**src/rtl/key_schedule_ctrl.sv**
```systemverilog
// key_schedule_ctrl
// Sequences an external combinational AES-128 single-round key-expansion datapath.
// The block loads a cipher key, runs one expansion round per clock and stores
// all NUM_ROUNDS+1 round keys in a register file that has a random-access read port.
//
// Ports:
//   clk         system clock, rising edge
//   n_rst       asynchronous active-low reset
//   start       single-cycle expand request, accepted only in IDLE or DONE
//   key_in      cipher key, word 0 in bits [127:96]
//   rk_in_key   previous round key driven to the datapath (0 outside EXPAND)
//   rk_count    round number driven to the datapath (0 outside EXPAND)
//   rk_out_key  next round key returned by the datapath
//   busy        expansion in progress
//   done        one-cycle pulse after the last round key is written
//   keys_valid  register file holds a complete schedule for the last accepted key
//   rd_addr     round-key index to read
//   rd_key      round key at rd_addr, or 0 when rd_addr > NUM_ROUNDS
//
// NUM_ROUNDS must be in the range 1..15 so that it fits the 4-bit round count.
module key_schedule_ctrl #(
  parameter int unsigned NUM_ROUNDS = 10,
  parameter int unsigned KEY_W      = 128
) (
  input  logic             clk,
  input  logic             n_rst,
  input  logic             start,
  input  logic [KEY_W-1:0] key_in,
  output logic [KEY_W-1:0] rk_in_key,
  output logic [3:0]       rk_count,
  input  logic [KEY_W-1:0] rk_out_key,
  output logic             busy,
  output logic             done,
  output logic             keys_valid,
  input  logic [3:0]       rd_addr,
  output logic [KEY_W-1:0] rd_key
);

  typedef enum logic [1:0] {
    StIdle,
    StExpand,
    StDone
  } state_e;

  state_e           state_q, state_d;
  logic [3:0]       round_q, round_d;
  logic             done_q, done_d;
  logic             load_key0;
  logic             write_round;
  logic [KEY_W-1:0] keys_q [NUM_ROUNDS+1];

  // Next-state logic.
  always_comb begin
    state_d     = state_q;
    round_d     = round_q;
    done_d      = 1'b0;
    load_key0   = 1'b0;
    write_round = 1'b0;
    unique case (state_q)
      StIdle, StDone: begin
        if (start) begin
          load_key0 = 1'b1;
          round_d   = 4'd1;
          state_d   = StExpand;
        end
      end
      StExpand: begin
        // start is deliberately ignored here: no restart, no queueing.
        write_round = 1'b1;
        if (round_q == 4'(NUM_ROUNDS)) begin
          state_d = StDone;
          round_d = 4'd0;
          done_d  = 1'b1;
        end else begin
          round_d = round_q + 4'd1;
        end
      end
      default: begin
        state_d = StIdle;
        round_d = 4'd0;
      end
    endcase
  end

  always_ff @(posedge clk or negedge n_rst) begin
    if (!n_rst) begin
      state_q <= StIdle;
      round_q <= 4'd0;
      done_q  <= 1'b0;
    end else begin
      state_q <= state_d;
      round_q <= round_d;
      done_q  <= done_d;
    end
  end

  // Round-key register file. key[0] is the cipher key; key[r] is written on
  // the edge that ends round r.
  always_ff @(posedge clk or negedge n_rst) begin
    if (!n_rst) begin
      for (int unsigned i = 0; i <= NUM_ROUNDS; i++) begin
        keys_q[i] <= '0;
      end
    end else begin
      if (load_key0) begin
        keys_q[0] <= key_in;
      end
      for (int unsigned i = 1; i <= NUM_ROUNDS; i++) begin
        if (write_round && (round_q == 4'(i))) begin
          keys_q[i] <= rk_out_key;
        end
      end
    end
  end

  // Outputs.
  always_comb begin
    busy       = (state_q == StExpand);
    keys_valid = (state_q == StDone);
    done       = done_q;
    rk_count   = busy ? round_q : 4'd0;
    rk_in_key  = '0;
    for (int unsigned i = 0; i < NUM_ROUNDS; i++) begin
      if (busy && (round_q == 4'(i + 1))) begin
        rk_in_key = keys_q[i];
      end
    end
  end

  // Read port: out-of-range addresses fall through to 0.
  always_comb begin
    rd_key = '0;
    for (int unsigned i = 0; i <= NUM_ROUNDS; i++) begin
      if (rd_addr == 4'(i)) begin
        rd_key = keys_q[i];
      end
    end
  end

endmodule

```
**config.mk**
```make
export PLATFORM = sky130hd
export DESIGN_NAME = key_schedule_ctrl
export DESIGN_NICKNAME = d
export VERILOG_FILES = /design/src/rtl/key_schedule_ctrl.sv
export SDC_FILE = /design/constraint.sdc
export NUM_CORES = 2
export LEC_CHECK = 0
export ABC_AREA = 0
export CORE_ASPECT_RATIO = 1.5
export CORE_UTILIZATION = 39
export CTS_BUF_LIST = sky130_fd_sc_hd__clkbuf_8
export DETAILED_ROUTE_END_ITERATION = 6
export SYNTH_ARGS = -nofsm -noshare
export SYNTH_HDL_FRONTEND = slang
export SYNTH_SLANG_ARGS = --single-unit
```
**constraint.sdc**
```tcl
create_clock -name clk -period 3.3 [get_ports clk]
set_clock_uncertainty 0.05 [all_clocks]
set_input_delay 0.66 -clock clk [delete_from_list [all_inputs] [get_ports clk]]
set_output_delay 0.66 -clock clk [all_outputs]
set_load 0.02 [all_outputs]
```
==> summary by stage <==
Setup path
The source of the worst register-to-register timing path is round_q[2]. The element type at the critical path end is an output pin. The kind of critical path is flip-flop to output pin. STA classifies the critical path startpoint as a flip-flop.

In this run the worst setup path begins at round_q[2]. At the worst endpoint, the required time is 2.59 ns. Of all nets on the critical path, the largest fanout is 9. For the worst setup path, the data arrival time is 3.65 ns.

GRT
The number of antenna violations at the first check in global routing was 22. The total routing resource utilization after global routing is roughly 35%. Entering global routing, the biggest net connects 125 pins. The total overflow reported by the global router is 0. The via count of the first global-routing pass is roughly 70000. The first global-routing pass estimated about 490000 um of wire.

Timing
In the finished design, the share of the clock period the worst path needs comes to 132%. The top achievable clock speed is 230 MHz. Hold timing on the final database bottoms out at a slack of 0.176 ns. After layout, the minimum clock period comes to 4.36 ns. The actual transition at the worst max-transition pin is just under 0.9 ns.

In this run the tightest slew margin relative to its limit is 41.5%. Setup repair after global routing could not meet its margin everywhere. Setup violations remaining at the end of the flow were counted as around 140. The count of final max-slew check failures came to 0. The number of hold violations in the final report is 0. The final setup TNS is -117.75 ns. Across all setup checks in the final design, the least slack found is -1.06 ns.

Placement
The final weighted congestion in routability-driven placement is 0.961. The count of buffers added on input and output ports is 525. At the placement stage, the worst setup path has a slack of -0.824 ns. The wire-length estimate of the detail-placed layout is 221000 um.

Clock network
The number of sinks driven by the clock tree is 1415. Counting along the longest clock path gives a buffer depth of 4. The latest clock arrival within the worst-skew pair is 1.03 ns. The total clock buffers created by CTS is between 200 and 250. The number of H-tree levels is 4.

In this run the clock root is driven by a sky130_fd_sc_hd__clkbuf_8. After clock tree synthesis, the clock-pin slew on the worst setup and hold paths is 0.07 ns. TritonCTS built the clock tree.

Yosys
Summed over all instances, the cell type with the most area after synthesis is sky130_fd_sc_hd__dfrtp_1. The sequential fraction of the synthesis area is just under 50%. The most used flip-flop cell after synthesis is sky130_fd_sc_hd__dfrtp_1. The share of flip-flops with an asynchronous set or reset after synthesis is 100%. The number of warnings issued by yosys is 0.

The number of nets in the synthesized netlist is 7841. After technology mapping, the gate count stands at 7578. The post-synthesis cell type count is 64. The count of flip-flops with a built-in enable after synthesis is 0. The cell area that synthesis handed to floorplanning was 0.0730 mm^2. Dividing the synthesized area by the synthesized cell count gives roughly 9.6 um^2. Summed over its instances, the top area cell type makes up 48.5% of the synthesized netlist area. The number of storage elements in the synthesis netlist is 1415. By area the synthesized netlist is led by sky130_fd_sc_hd__dfrtp_1, sky130_fd_sc_hd__mux2_2, sky130_fd_sc_hd__nand2_1, sky130_fd_sc_hd__o221ai_1, sky130_fd_sc_hd__clkbuf_1.

Finish
At the end of the flow, the number of nets in the layout was 9270. Compared with the post-synthesis result, the final layout area differs by 40.6%. In the final layout, the share of cells above drive strength 1 is between 30% and 40%.

Floorplan
The die width is 355 um. In this run the standard cell core region covers 0.186 mm^2. The starting utilization of the core area is roughly two fifths.

The die covers approximately 0.19 mm^2. Measured along the y axis, the die boundary spans about 530 um. 526 I/O pins were placed. The floorplan has about 190 rows.

Routing
The number of iterations in the first detailed-routing pass is 7. The detail route stage leaves a number of antenna-violating nets equal to 0. Dividing the detail-routed wire length by the instance count gives roughly 30 um.

The DRC violation count after routing is ~190. The first routing iteration left 9525 violations. The vias after detailed routing is 72900. The ratio of routed vias to standard cells is 6.26. After detailed routing, the total wire length is 344000 um.

Pwr
In this run the static leakage power is around 46 nW. Power spread over the standard cell area amounts to 994 mW/mm^2. The largest voltage drop on the vdd net is 0.667 mV.

The completed layout was analyzed and its total power is 102 mW.

Outcome
The flow ran to the end, but the final reports show violations. The final reports fail on DRC, setup timing.

Hold path
The path class of the tightest hold or removal check is input port to flip-flop. The startpoint of the lowest-slack hold path is key_in[102].

Run
Across the run, the number of max-cap violations was 0.
-- power breakdown --
part | internal [mW] | leakage [nW] | switching, mW
Clock | 8.87 | 2.74 | 7.81
Combinational | 26.2 | 26.2 | 24.4
Sequential | 26.4 | 16.8 | 8.44
Total | 61.4 | 45.7 | 40.6
-- kinds of logic after synthesis --
kind of cell           after synthesis  share of synthesized area, %
muxes                             1011                          15.4
buffers and inverters              779                          4.68
DFF                               1415                          48.5
and+or+nand+nor                   2721                          15.2
AOI/OAI and AO/OA                 1652                          16.3
-- cells in the final DEF, fill, tap and decap left out, types with 33 or more instances in the layout --
cell / n
sky130_fd_sc_hd__a211oi_1: 33
sky130_fd_sc_hd__a21oi_1: 208
sky130_fd_sc_hd__a221oi_1: 125
sky130_fd_sc_hd__a222oi_1: 108
sky130_fd_sc_hd__a22o_1: 51
sky130_fd_sc_hd__a22oi_1: 166
sky130_fd_sc_hd__a22oi_2: 74
sky130_fd_sc_hd__and3_1: 46
sky130_fd_sc_hd__and3_4: 60
sky130_fd_sc_hd__buf_12: 344
sky130_fd_sc_hd__buf_16: 34
sky130_fd_sc_hd__buf_2: 39
sky130_fd_sc_hd__buf_4: 956
sky130_fd_sc_hd__buf_6: 216
sky130_fd_sc_hd__clkbuf_8: 295
sky130_fd_sc_hd__clkdlybuf4s50_1: 258
sky130_fd_sc_hd__clkinv_2: 41
sky130_fd_sc_hd__dfrtp_1: 1403
sky130_fd_sc_hd__inv_1: 58
sky130_fd_sc_hd__mux2_2: 855
sky130_fd_sc_hd__mux2i_1: 137
sky130_fd_sc_hd__nand2_1: 2103
sky130_fd_sc_hd__nor2_1: 303
sky130_fd_sc_hd__o211ai_1: 63
sky130_fd_sc_hd__o21ai_0: 196
sky130_fd_sc_hd__o221ai_1: 161
sky130_fd_sc_hd__o221ai_2: 45
sky130_fd_sc_hd__o22ai_1: 137
-- metal layers --
metal	track usage, %	vias to the layer above	part of all wire (%)
met5	0	-	0.020
met4	22.2	10	7.6
met3	8.06	1446	11
met2	53.0	5168	44
met1	43.9	36200	37
li1	-	30000	-
-- area by class of cell --
| class | instances | area [um^2] |
|---|---|---|
| Fill cell | 15900 | 83500 |
| Antenna cell | 13 | 32.5 |
| Multi-Input combinational cell | 5384 | 37200 |
| Tap cell | 2450 | 3070 |
| Clock inverter | 110 | 816 |
| Sequential cell | 1415 | 35400 |
| Timing Repair Buffer | 1967 | 22000 |
| Clock buffer | 295 | 4060 |
| Inverter | 12 | 70.1 |
-- registers in the layout, summed over array words and instances, names as in the netlist --
signal	count
done	1
round_q	4
keys_q	1408
state_q	2
-- synth_stat cells, types with 21 or more instances --
| library cell | number |
|---|---|
| sky130_fd_sc_hd__nand2_1 | 2111 |
| sky130_fd_sc_hd__dfrtp_1 | 1415 |
| sky130_fd_sc_hd__mux2_2 | 866 |
| sky130_fd_sc_hd__clkbuf_1 | 483 |
| sky130_fd_sc_hd__nor2_1 | 312 |
| sky130_fd_sc_hd__o21ai_0 | 243 |
| sky130_fd_sc_hd__a22oi_1 | 240 |
| sky130_fd_sc_hd__a21oi_1 | 233 |
| sky130_fd_sc_hd__o221ai_1 | 223 |
| sky130_fd_sc_hd__buf_2 | 180 |
| sky130_fd_sc_hd__mux2i_1 | 143 |
| sky130_fd_sc_hd__o22ai_1 | 143 |
| sky130_fd_sc_hd__a221oi_1 | 139 |
| sky130_fd_sc_hd__a222oi_1 | 108 |
| sky130_fd_sc_hd__and3_1 | 106 |
| sky130_fd_sc_hd__o211ai_1 | 63 |
| sky130_fd_sc_hd__a22o_1 | 56 |
| sky130_fd_sc_hd__buf_4 | 51 |
| sky130_fd_sc_hd__o31ai_1 | 44 |
| sky130_fd_sc_hd__a211oi_1 | 43 |
| sky130_fd_sc_hd__buf_1 | 43 |
| sky130_fd_sc_hd__nor2b_1 | 37 |
| sky130_fd_sc_hd__a2bb2oi_1 | 36 |
| sky130_fd_sc_hd__a31oi_1 | 34 |
| sky130_fd_sc_hd__nand2b_1 | 32 |
| sky130_fd_sc_hd__nor3_1 | 26 |
| sky130_fd_sc_hd__nor4b_1 | 22 |
| sky130_fd_sc_hd__nor4_1 | 21 |
-- stage by stage --
stage	utilization [%]	area, um^2	cells
CTS	53.1	98800	11400
global placement	48.1	89600	10800
detailed placement	48.1	89600	10800
global route	55.1	103000	11600
floorplan	-	73000	7578
finish	55.1	103000	11600
-- worst max-delay path: stages, from the launching register on --
cell and delay [ns]:
sky130_fd_sc_hd__dfrtp_1 0.40, sky130_fd_sc_hd__or4b_4 0.57, sky130_fd_sc_hd__buf_6 0.16, sky130_fd_sc_hd__nor2_8 0.12, sky130_fd_sc_hd__buf_12 0.23, sky130_fd_sc_hd__buf_16 0.17, sky130_fd_sc_hd__buf_12 0.15, sky130_fd_sc_hd__a22o_1 0.14
sky130_fd_sc_hd__nor4b_1 0.05, sky130_fd_sc_hd__o31ai_1 0.29, sky130_fd_sc_hd__buf_4 0.20, sky130_fd_sc_hd__buf_6 0.11
-- what timing repair did --
| action | CTS | global route |
|---|---|---|
| gates cloned | 25 | 18 |
| hold buffers | 1 | 0 |
| hold endpoints to repair | 338 | 0 |
| buffers inserted | 225 | 197 |
| pin swaps | 185 | 222 |
| endpoints found under the setup margin | 260 | 239 |
| resized for setup | 1480 | 512 |
-- final timing paths --
check / to / slack, ns / cells past startpoint
min reg2reg: keys_q[113] / 0.43 / 2
max: rk_in_key[27] / -1.06 / 11
max in group asynchronous: keys_q[1382] / 1.78 / 3
min in group asynchronous: keys_q[838] / 0.22 / 2
max reg2reg: keys_q[1100] / 0.51 / 11
min: keys_q[1382] / 0.18 / 2
No activity file was read; power rests on OpenSTA's default activity.
==> RTL edit, RTL diff (same flow settings) <==
`NUM_ROUNDS`: 10 -> 11.
--- a/src/rtl/key_schedule_ctrl.sv
+++ b/src/rtl/key_schedule_ctrl.sv
@@ -21,3 +21,3 @@
 module key_schedule_ctrl #(
-  parameter int unsigned NUM_ROUNDS = 10,
+  parameter int unsigned NUM_ROUNDS = 11,
   parameter int unsigned KEY_W      = 128
Function: not settled (the Yosys comparison gave no result); the edit may change what the design does.
==> RTL edit against the unedited design <==
  * The run still ends with DRC, setup timing left
  * Combinational power up 6.3%
  * Wire length up 14%
  * Synthesized cell count up 21%
  * Worst hold slack worse by 0.016 ns
  * Count of clock-buffer cells in the layout up 24
  * Total power up 6.4%
  * Global-route usage up 1.5 points
  * Sequential cell count up 128
  * Synthesized area up 9.7%
  * Register-to-register slack worse by 0.79 ns
  * Final area up 1.2%
  * Worst setup slack worse by 0.072 ns
  * Critical path type unchanged
  * Via count up 13%
==> RTL edit: results (changes against the unedited design) <==
\begin{tabular}{lr}
\hline
Metric & Value \\
\hline
\multicolumn{2}{l}{\textbf{Status}} \\
\quad Status & finished with violations \\
\quad Violations in the final reports & DRC, setup timing \\
\multicolumn{2}{l}{\textbf{Place}} \\
\quad RePlAce Congestion & 0.951 (-0.98\%) \\
\quad Number of instances in the placed design & 12.4k (+15\%) \\
\multicolumn{2}{l}{\textbf{Yosys}} \\
\quad Mapped Avg Cell Area & 8.75 um2 (-9.2\%) \\
\quad Synthesized net count & 9419 (+20\%) \\
\quad Proportion of synthesized chip area in sequential cells & 0.482 (-0.00286) \\
\multicolumn{2}{l}{\textbf{Timing}} \\
\quad Final Setup Violations & 308 (+120\%) \\
\quad Minimum setup slack in the final design & -1.13 ns (-0.0722 ns) \\
\quad Worst hold slack & 0.160 ns (-0.0162 ns) \\
\quad Worst rel slew slack & 0.255 (-0.159) \\
\multicolumn{2}{l}{\textbf{Global routing}} \\
\quad Via count of the first global-routing pass & 80.9k (+12\%) \\
\quad Global-route wire length before repair & 553000 um (+13\%) \\
\multicolumn{2}{l}{\textbf{Cells and area}} \\
\quad Biggest registers after layout & keys\_q (1536), round\_q (4), state\_q (2) \\
\multicolumn{2}{l}{\textbf{Clock network}} \\
\quad Number of cells upsized or downsized after cts & 589 (-60\%) \\
\quad Post CTS Setup Buffer Count & 34 (-85\%) \\
\multicolumn{2}{l}{\textbf{Setup path}} \\
\quad Critical Path Fanout Max & 10 (+1) \\
\quad Destination of the critical timing path & rk\_in\_key[81] \\
\quad Worst endpoint data arrival time & 3.72 ns (+0.07 ns) \\
\multicolumn{2}{l}{\textbf{Routing}} \\
\quad Vias per inst & 6.32 (+1.1\%) \\
\quad Residual DRC count & 51 (-73\%) \\
\quad Number of violations reported at the end of detailed-routing iteration 0 & 11.1k (+17\%) \\
\quad WL met1 & 141000 um (+11\%) \\
\quad Wirelength, routed & 390000 um (+14\%) \\
\multicolumn{2}{l}{\textbf{Min path}} \\
\quad Start point of the worst min-delay path & key\_in[11] \\
\multicolumn{2}{l}{\textbf{Pwr}} \\
\quad Sw frac & 0.435 (+0.0367) \\
\hline
\end{tabular}
[RTL edit: cell count changes after synthesis, sizes merged, moves of 55 or more]
cell / before / now
a21oi: 233 / 632
a221o: 7 / 117
a222oi: 108 / 41
a22oi: 240 / 108
and3: 106 / 5
clkbuf: 483 / 616
dfrtp: 1415 / 1543
mux2: 866 / 562
nand2: 2111 / 3223
o211ai: 63 / 118
o21ai: 244 / 406
o22a: 1 / 57
o22ai: 143 / 295
[RTL edit: power by group through the flow]
| stage | registers (mW) | logic [mW] | clock network, mW |
|---|---|---|---|
| after floorplan | 34.0 | 27.3 | 0 |
| after global placement | 36.8 | 48.4 | 0 |
| after detailed placement | 37.2 | 49.2 | 0 |
| after CTS | 37.0 | 50.1 | 17.3 |
| after global routing | 38.6 | 56.4 | 18.1 |
| final | 37.6 | 53.7 | 17.1 |
[RTL edit: final cells by class]
type | count | area share
Clock buffer | 319 | 0.0423
Timing Repair Buffer | 1609 | 0.172
Clock inverter | 111 | 0.00541
Tap cell | 2665 | 0.0321
Multi-Input combinational cell | 6685 | 0.376
Sequential cell | 1543 | 0.372
Antenna cell | 23 | 0.000554
Inverter | 10 | 0.000530
[RTL edit: routing by layer]
metal | vias to the layer above | global-route usage
met2 | 6197 | 0.553
met1 | 40177 | 0.450
met3 | 1705 | 0.104
met5 | - | 0
li1 | 33888 | -
met4 | 36 | 0.216
[RTL edit: cells by family (layout without fill, tap and decap cells)]
family	Yosys count	in the layout	share of synthesized area
AND/OR/NAND/NOR	3675	3675	0.176
adder cells (fa/ha/maj)	4	4	0.000625
flip-flops	1543	1543	0.482
AO/OA/AOI/OAI	2275	2275	0.188
multiplexers	731	731	0.105
buffers and inverters	924	2049	0.0480
other	0	23	0
